--- src/rtl/nibble_add_pkg.sv ---
// Shared types and constants for the serial nibble adder.
// Holds the FSM state encoding and the slice width.
package nibble_add_pkg;

    localparam int SLICE_W = 4;

    typedef enum logic [1:0] {
        IDLE = 2'd0,
        RUN  = 2'd1,
        DONE = 2'd2
    } state_e;

endpackage

--- src/rtl/nibble_add_seq_if.sv ---
// Operand/result handshake bundle for nibble_add_seq.
// master drives operands and out_ready; slave is the adder.
// Optional sub input exists only with NIBBLE_ADD_SEQ_SUB_EN.
import nibble_add_pkg::*;

interface nibble_add_seq_if #(
    parameter int NIBBLES = 4
);
    localparam int W = SLICE_W * NIBBLES;

    logic         in_valid;
    logic         in_ready;
    logic [W-1:0] op_a;
    logic [W-1:0] op_b;
`ifdef NIBBLE_ADD_SEQ_SUB_EN
    logic         sub;
`endif
    logic         out_valid;
    logic         out_ready;
    logic [W-1:0] result;
    logic         carry_out;
    logic         busy;

`ifdef NIBBLE_ADD_SEQ_SUB_EN
    modport master (
        output in_valid, op_a, op_b, sub, out_ready,
        input  in_ready, out_valid, result, carry_out, busy
    );
    modport slave (
        input  in_valid, op_a, op_b, sub, out_ready,
        output in_ready, out_valid, result, carry_out, busy
    );
`else
    modport master (
        output in_valid, op_a, op_b, out_ready,
        input  in_ready, out_valid, result, carry_out, busy
    );
    modport slave (
        input  in_valid, op_a, op_b, out_ready,
        output in_ready, out_valid, result, carry_out, busy
    );
`endif

endinterface

--- src/rtl/nibble_add.sv ---
// Combinational 4-bit slice adder with carry in/out.
// Ports: a_i, b_i, cin_i -> sum_o, cout_o.
import nibble_add_pkg::*;

module nibble_add (
    input  logic [SLICE_W-1:0] a_i,
    input  logic [SLICE_W-1:0] b_i,
    input  logic               cin_i,
    output logic [SLICE_W-1:0] sum_o,
    output logic               cout_o
);

    assign {cout_o, sum_o} = {1'b0, a_i}
                           + {1'b0, b_i}
                           + {{SLICE_W{1'b0}}, cin_i};

endmodule

--- src/rtl/nibble_add_seq.sv ---
// Serial adder: one 4-bit slice per cycle, LSB first.
// Ports: clk, rst_n (async, active low), bus (slave).
// Define NIBBLE_ADD_SEQ_SUB_EN to add a subtract mode.
import nibble_add_pkg::*;

module nibble_add_seq #(
    parameter int NIBBLES = 4
) (
    input logic             clk,
    input logic             rst_n,
    nibble_add_seq_if.slave bus
);

    localparam int W  = SLICE_W * NIBBLES;
    localparam int IW = $clog2(NIBBLES + 1);
    localparam logic [IW-1:0] FIN = IW'(NIBBLES);

    state_e         state_q;
    logic [IW-1:0]  idx_q;
    logic [W-1:0]   a_q;
    logic [W-1:0]   b_q;
    logic           carry_q;
    logic [W-1:0]   result_q;
    logic           carry_out_q;
    logic           out_valid_q;
    logic           in_ready_q;
    logic           busy_q;
`ifdef NIBBLE_ADD_SEQ_SUB_EN
    logic           sub_q;
`endif

    logic [SLICE_W-1:0] a_s;
    logic [SLICE_W-1:0] b_s;
    logic [SLICE_W-1:0] b_eff;
    logic [SLICE_W-1:0] sum_s;
    logic               cout_s;
    logic [W-1:0]       result_d;

    // Select the operand slices addressed by idx_q.
    always_comb begin
        a_s = '0;
        b_s = '0;
        for (int i = 0; i < NIBBLES; i++) begin
            if (idx_q == IW'(i)) begin
                a_s = a_q[i*SLICE_W +: SLICE_W];
                b_s = b_q[i*SLICE_W +: SLICE_W];
            end
        end
    end

`ifdef NIBBLE_ADD_SEQ_SUB_EN
    // a - b = a + ~b + 1; the +1 comes from the preset carry.
    assign b_eff = sub_q ? ~b_s : b_s;
`else
    assign b_eff = b_s;
`endif

    nibble_add u_add (
        .a_i    (a_s),
        .b_i    (b_eff),
        .cin_i  (carry_q),
        .sum_o  (sum_s),
        .cout_o (cout_s)
    );

    // Only the current slice field changes; others hold.
    always_comb begin
        result_d = result_q;
        for (int i = 0; i < NIBBLES; i++) begin
            if (idx_q == IW'(i)) begin
                result_d[i*SLICE_W +: SLICE_W] = sum_s;
            end
        end
    end

    always_ff @(posedge clk or negedge rst_n) begin
        if (!rst_n) begin
            state_q     <= IDLE;
            idx_q       <= '0;
            a_q         <= '0;
            b_q         <= '0;
            carry_q     <= 1'b0;
            result_q    <= '0;
            carry_out_q <= 1'b0;
            out_valid_q <= 1'b0;
            in_ready_q  <= 1'b0;
            busy_q      <= 1'b0;
`ifdef NIBBLE_ADD_SEQ_SUB_EN
            sub_q       <= 1'b0;
`endif
        end else begin
            unique case (state_q)
                IDLE: begin
                    in_ready_q <= 1'b1;
                    if (bus.in_valid && in_ready_q) begin
                        a_q        <= bus.op_a;
                        b_q        <= bus.op_b;
                        idx_q      <= '0;
                        in_ready_q <= 1'b0;
                        busy_q     <= 1'b1;
                        state_q    <= RUN;
`ifdef NIBBLE_ADD_SEQ_SUB_EN
                        sub_q      <= bus.sub;
                        carry_q    <= bus.sub;
`else
                        carry_q    <= 1'b0;
`endif
                    end
                end
                RUN: begin
                    // idx_q == FIN is a closing cycle after the
                    // last slice, so out_valid rises NIBBLES+1
                    // edges after the accept edge.
                    if (idx_q == FIN) begin
                        carry_out_q <= carry_q;
                        out_valid_q <= 1'b1;
                        state_q     <= DONE;
                    end else begin
                        result_q <= result_d;
                        carry_q  <= cout_s;
                        idx_q    <= idx_q + IW'(1);
                    end
                end
                DONE: begin
                    if (bus.out_ready) begin
                        out_valid_q <= 1'b0;
                        busy_q      <= 1'b0;
                        in_ready_q  <= 1'b1;
                        idx_q       <= '0;
                        state_q     <= IDLE;
                    end
                end
                default: begin
                    state_q <= IDLE;
                end
            endcase
        end
    end

    assign bus.in_ready  = in_ready_q;
    assign bus.out_valid = out_valid_q;
    assign bus.result    = result_q;
    assign bus.carry_out = carry_out_q;
    assign bus.busy      = busy_q;

endmodule

--- src/flat_wrapper.sv ---
// flat-port wrapper written by rule: the top's interface ports become plain ports
module nibble_add_seq_flat 
#(
    parameter int NIBBLES = 4
)
  (clk, rst_n, bus_in_valid, bus_op_a, bus_op_b, bus_out_ready, bus_in_ready, bus_out_valid, bus_result, bus_carry_out, bus_busy);
  nibble_add_seq_if #(.NIBBLES(NIBBLES)) bus_i ();
  input logic clk;
  input logic rst_n;
  input wire logic [$bits(bus_i.in_valid)-1:0] bus_in_valid;
  input wire logic [$bits(bus_i.op_a)-1:0] bus_op_a;
  input wire logic [$bits(bus_i.op_b)-1:0] bus_op_b;
  input wire logic [$bits(bus_i.out_ready)-1:0] bus_out_ready;
  output wire logic [$bits(bus_i.in_ready)-1:0] bus_in_ready;
  output wire logic [$bits(bus_i.out_valid)-1:0] bus_out_valid;
  output wire logic [$bits(bus_i.result)-1:0] bus_result;
  output wire logic [$bits(bus_i.carry_out)-1:0] bus_carry_out;
  output wire logic [$bits(bus_i.busy)-1:0] bus_busy;
  assign bus_i.in_valid = bus_in_valid;
  assign bus_i.op_a = bus_op_a;
  assign bus_i.op_b = bus_op_b;
  assign bus_i.out_ready = bus_out_ready;
  assign bus_in_ready = bus_i.in_ready;
  assign bus_out_valid = bus_i.out_valid;
  assign bus_result = bus_i.result;
  assign bus_carry_out = bus_i.carry_out;
  assign bus_busy = bus_i.busy;
  nibble_add_seq #(.NIBBLES(NIBBLES)) u_core (.clk(clk), .rst_n(rst_n), .bus(bus_i));
endmodule
--- config.mk ---
export PLATFORM = sky130hd
export DESIGN_NAME = nibble_add_seq_flat
export DESIGN_NICKNAME = d
export VERILOG_FILES = /design/src/rtl/nibble_add_pkg.sv /design/src/rtl/nibble_add_seq_if.sv /design/src/rtl/nibble_add.sv /design/src/rtl/nibble_add_seq.sv /design/src/flat_wrapper.sv
export SDC_FILE = /design/constraint.sdc
export NUM_CORES = 1
export LEC_CHECK = 0
export ABC_CLOCK_PERIOD_IN_PS = 2700
export CORE_UTILIZATION = 30
export DETAILED_ROUTE_END_ITERATION = 12
export GPL_ROUTABILITY_DRIVEN = 0
export PLACE_DENSITY = 0.56
export SYNTH_ARGS = -nofsm -noshare
export SYNTH_HDL_FRONTEND = slang
export SYNTH_HIERARCHICAL = 1
export SYNTH_SLANG_ARGS = --single-unit
--- constraint.sdc ---
create_clock -name clk -period 2.7 [get_ports clk]
set_clock_uncertainty 0.15 [all_clocks]
set_input_delay 0.54 -clock clk [delete_from_list [all_inputs] [get_ports clk]]
set_output_delay 0.54 -clock clk [all_outputs]
set_load 0.03 [all_outputs]
==> results.cfg <==
[status]
status = finished, final reports clean

[timing]
maxSlewViolCount = 0
hold_viol = 0
whs_ns = 0.3627
worstMarginPinSlew_ns = 0.3717
slew_headroom_pct = 75.22
maxClockFrequency_mhz = 381.9
rsz0062_at_grt = false
fin_crit_ns = 2.618
setup_viol = 0
fin_crit_sh_pct = 96.97

[route]
drc_errors = 0
vias_per_cell = 4.468
wire_per_inst_um = 14.77
antenna_left = 0
drt_first_pass_iters = 4
dr.first_iter.drc_count = 66
dr_total_vias = 1908
drt_wl_total_um = 6307

[layout]
diodes = 0
syn_to_final_growth_pct = 38.61
num-fill-cells = 864
fin_nets = 339
final_common_cell = dfrtp_1
final_cell_mix = dfrtp_1 (56), clkdlybuf4s50_1 (54), mux2_4 (28), mux2_2 (20), buf_4 (16)
layout-drive-gt1-share_pct = 36.58
final_util_pct = 43.25
design_area_sq_um = 4034

[setup_path]
max_stage_delay_ns = 0.47
cp_max_fo = 7
end_kind = flip-flop
critPathBufInv = 1
worstSetupPathType = flip-flop to flip-flop
worstReg2RegEnd = u_core/bus.result[15]
r2r_start = u_core/idx_q[0]
path_common_cell = ha_4
reg2regPathDepth = 9
critPathTopFamily = adder cells
path_cells = ha_4 > ha_4 > buf_4 > a32o_2 > fa_2 > a21o_1 > a21oi_2 > xnor2_2 > mux2_2
cp.required_ns = 2.78
cp-start-kind = flip-flop
r2r_slack_ns = 0.08
worst_path_max_delay_cell = dfrtp_2
arrival_ns = 2.69

[grt]
grtUsageTotal_pct = 13.61
grt_first_pass_wirelength_um = 10190
grt_max_degree = 35
first_global_vias = 2022
gr-total-overflow = 0
antenna_found_initial = 0

[power_and_ir_drop]
powerDensity_nw_per_um2 = 1394
p_clk_share_pct = 17.3
power_leakage_nw = 1.742
swShare_pct = 36.64
pwr-share-seq_pct = 29.1
p_sw_mw = 2.061
p_comb_share_pct = 53.6
power_mw = 5.624
ir_worst_vdd_mv = 0.3922
internal-power_mw = 3.564

[min_path]
hold_end = u_core/bus.result[7]
hold_path.class = flip-flop to flip-flop
min_from = u_core/bus.result[7]
min_path_cells = 1

[logic_synthesis]
synth_top_area_share_pct = 49.87
seq_area_frac_synth_pct = 49.87
syn_nets = 263
postSynthCellCount = 217
synthArstFlopShare_pct = 100.0
synth_largest_area_cell = dfrtp_1
synth_cell_type_count = 32
synth.avg_cell_area_sq_um = 13.41
yosys_register_bits = 58
syn_area_sq_um = 2910
synth_edf_count = 0
synth-main-ff-cell = dfrtp_1
synth_warnings = 6
synthTopCellsByArea = dfrtp_1 (50%), mux2_4 (14%), mux2_2 (7.7%)

[placed_design]
portBuffers = 55
hpwl_um = 4668
dpl-instance-area_sq_um = 3664

[floorplan]
die_x_um = 100.5
die-area_sq_um = 10100
io_pins = 56
die_y_um = 100.5
core_area_sq_um = 9328
start_util_pct = 31.20
core.rowCount = 35

[clock_network]
cts_tree = yes
clock_path_buffers = 2
cts.sinks = 58
clkLatencyLatePin_ns = 0.35
cts-root-buf = clkbuf_8
htree_levels = 3
clkTransAtPathRegs_ns = 0.07
cts_inserted_buffers = 9

[run]
maxCapViolations = 0
worst register-to-register path: stages (launching register included):
cell and delay, ns:
dfrtp_2 0.47, ha_4 0.19, ha_4 0.16, buf_4 0.16
a32o_2 0.25, fa_2 0.37, a21o_1 0.18, a21oi_2 0.17
xnor2_2 0.12, mux2_2 0.28
routing by layer:
layer	GRT usage [%]	share of wire (%)	up-vias
met5	0	0	-
li1	-	-	920
met3	2.843	3.8	9
met2	20.92	46	39
met4	7.023	2.1	0
met1	18.16	48	940
layout make-up:
class | instances | area, sq um | share of cell area (%)
multi-input combinational | 139 | 1409 | 34.93
tap | 129 | 161.4 | 4.001
timing repair buffer | 76 | 729.5 | 18.08
inverter | 9 | 38.79 | 0.9615
clock buffer | 9 | 123.9 | 3.071
clock inverter | 7 | 117.6 | 2.916
sequential | 58 | 1454 | 36.04
cells by family (layout without fill, tap and decap cells):
group	Yosys count	count (layout)	share of synthesized area [%]
xor gates and xnor gates	3	3	0.9030
AOI/OAI and AO/OA	43	43	9.975
DFF	58	58	49.87
buffers and inverters	20	101	5.073
and+or+nand+nor	34	34	6.836
muxes	49	49	22.53
adders and majority gates	10	10	4.815
stage by stage:
stage          worst slack [ns]  cells  TNS (ns)
2_1_floorplan          0.007044    217         0
3_3_place_gp           -0.03679    409   -0.2066
3_5_place_dp           -0.06133    409   -0.3854
4_1_cts               0.0007030    426         0
5_1_grt                0.002458    427         0
6_report                0.08181    427         0
sequential cells by signal, summed over array words and instances (netlist names):
signal and count:
u_core/idx_q 3, u_core/bus.result 16, u_core/b_q 16, u_core/bus.in_ready 1, u_core/bus.busy 1, u_core/a_q 16, u_core/bus.carry_out 1, u_core/carry_q 1
u_core/state_q 2, u_core/bus.out_valid 1
what timing repair did:
| item | 4_1_cts | 5_1_grt |
|---|---|---|
| pin swaps | 2 | 5 |
| endpoints found under the setup margin | 13 | 13 |
| endpoints found under the hold margin | 10 | 0 |
| setup buffers | 0 | 1 |
| resized for setup | 12 | 22 |
| hold buffers | 1 | 0 |
power groups by stage:
| stage | Sequential (mW) | Clock, mW | Combinational [mW] |
|---|---|---|---|
| 3_5_place_dp | 1.62 | 0 | 2.84 |
| 5_1_grt | 1.70 | 1.04 | 3.27 |
| 4_1_cts | 1.62 | 0.995 | 2.94 |
| 6_report | 1.63 | 0.975 | 3.02 |
| 3_3_place_gp | 1.63 | 0 | 2.80 |
| 2_1_floorplan | 1.76 | 0 | 1.78 |
how the worst max path moves through the flow:
stage	from	end	depth (start not counted)
after floorplan	u_core/idx_q[0]	u_core/bus.result[10]	10
after CTS	u_core/idx_q[0]	u_core/bus.result[10]	10
final	u_core/idx_q[0]	u_core/bus.result[15]	9
after detailed placement	u_core/idx_q[1]	u_core/bus.result[15]	10
after global routing	u_core/idx_q[0]	u_core/bus.result[3]	11
after global placement	u_core/idx_q[1]	u_core/bus.result[3]	10
Yosys cell counts (3+ instances only):
cell type,instances
dfrtp_1,58
inv_1,9
and2_1,3
mux2_2,20
a21oi_1,10
ha_1,8
buf_6,3
clkbuf_1,4
a21o_1,3
buf_12,3
nand2_1,11
a32o_1,8
nand2b_1,11
mux2_4,28
xnor2_1,3
o21ai_0,13
No activity file was read; power rests on OpenSTA's default activity.
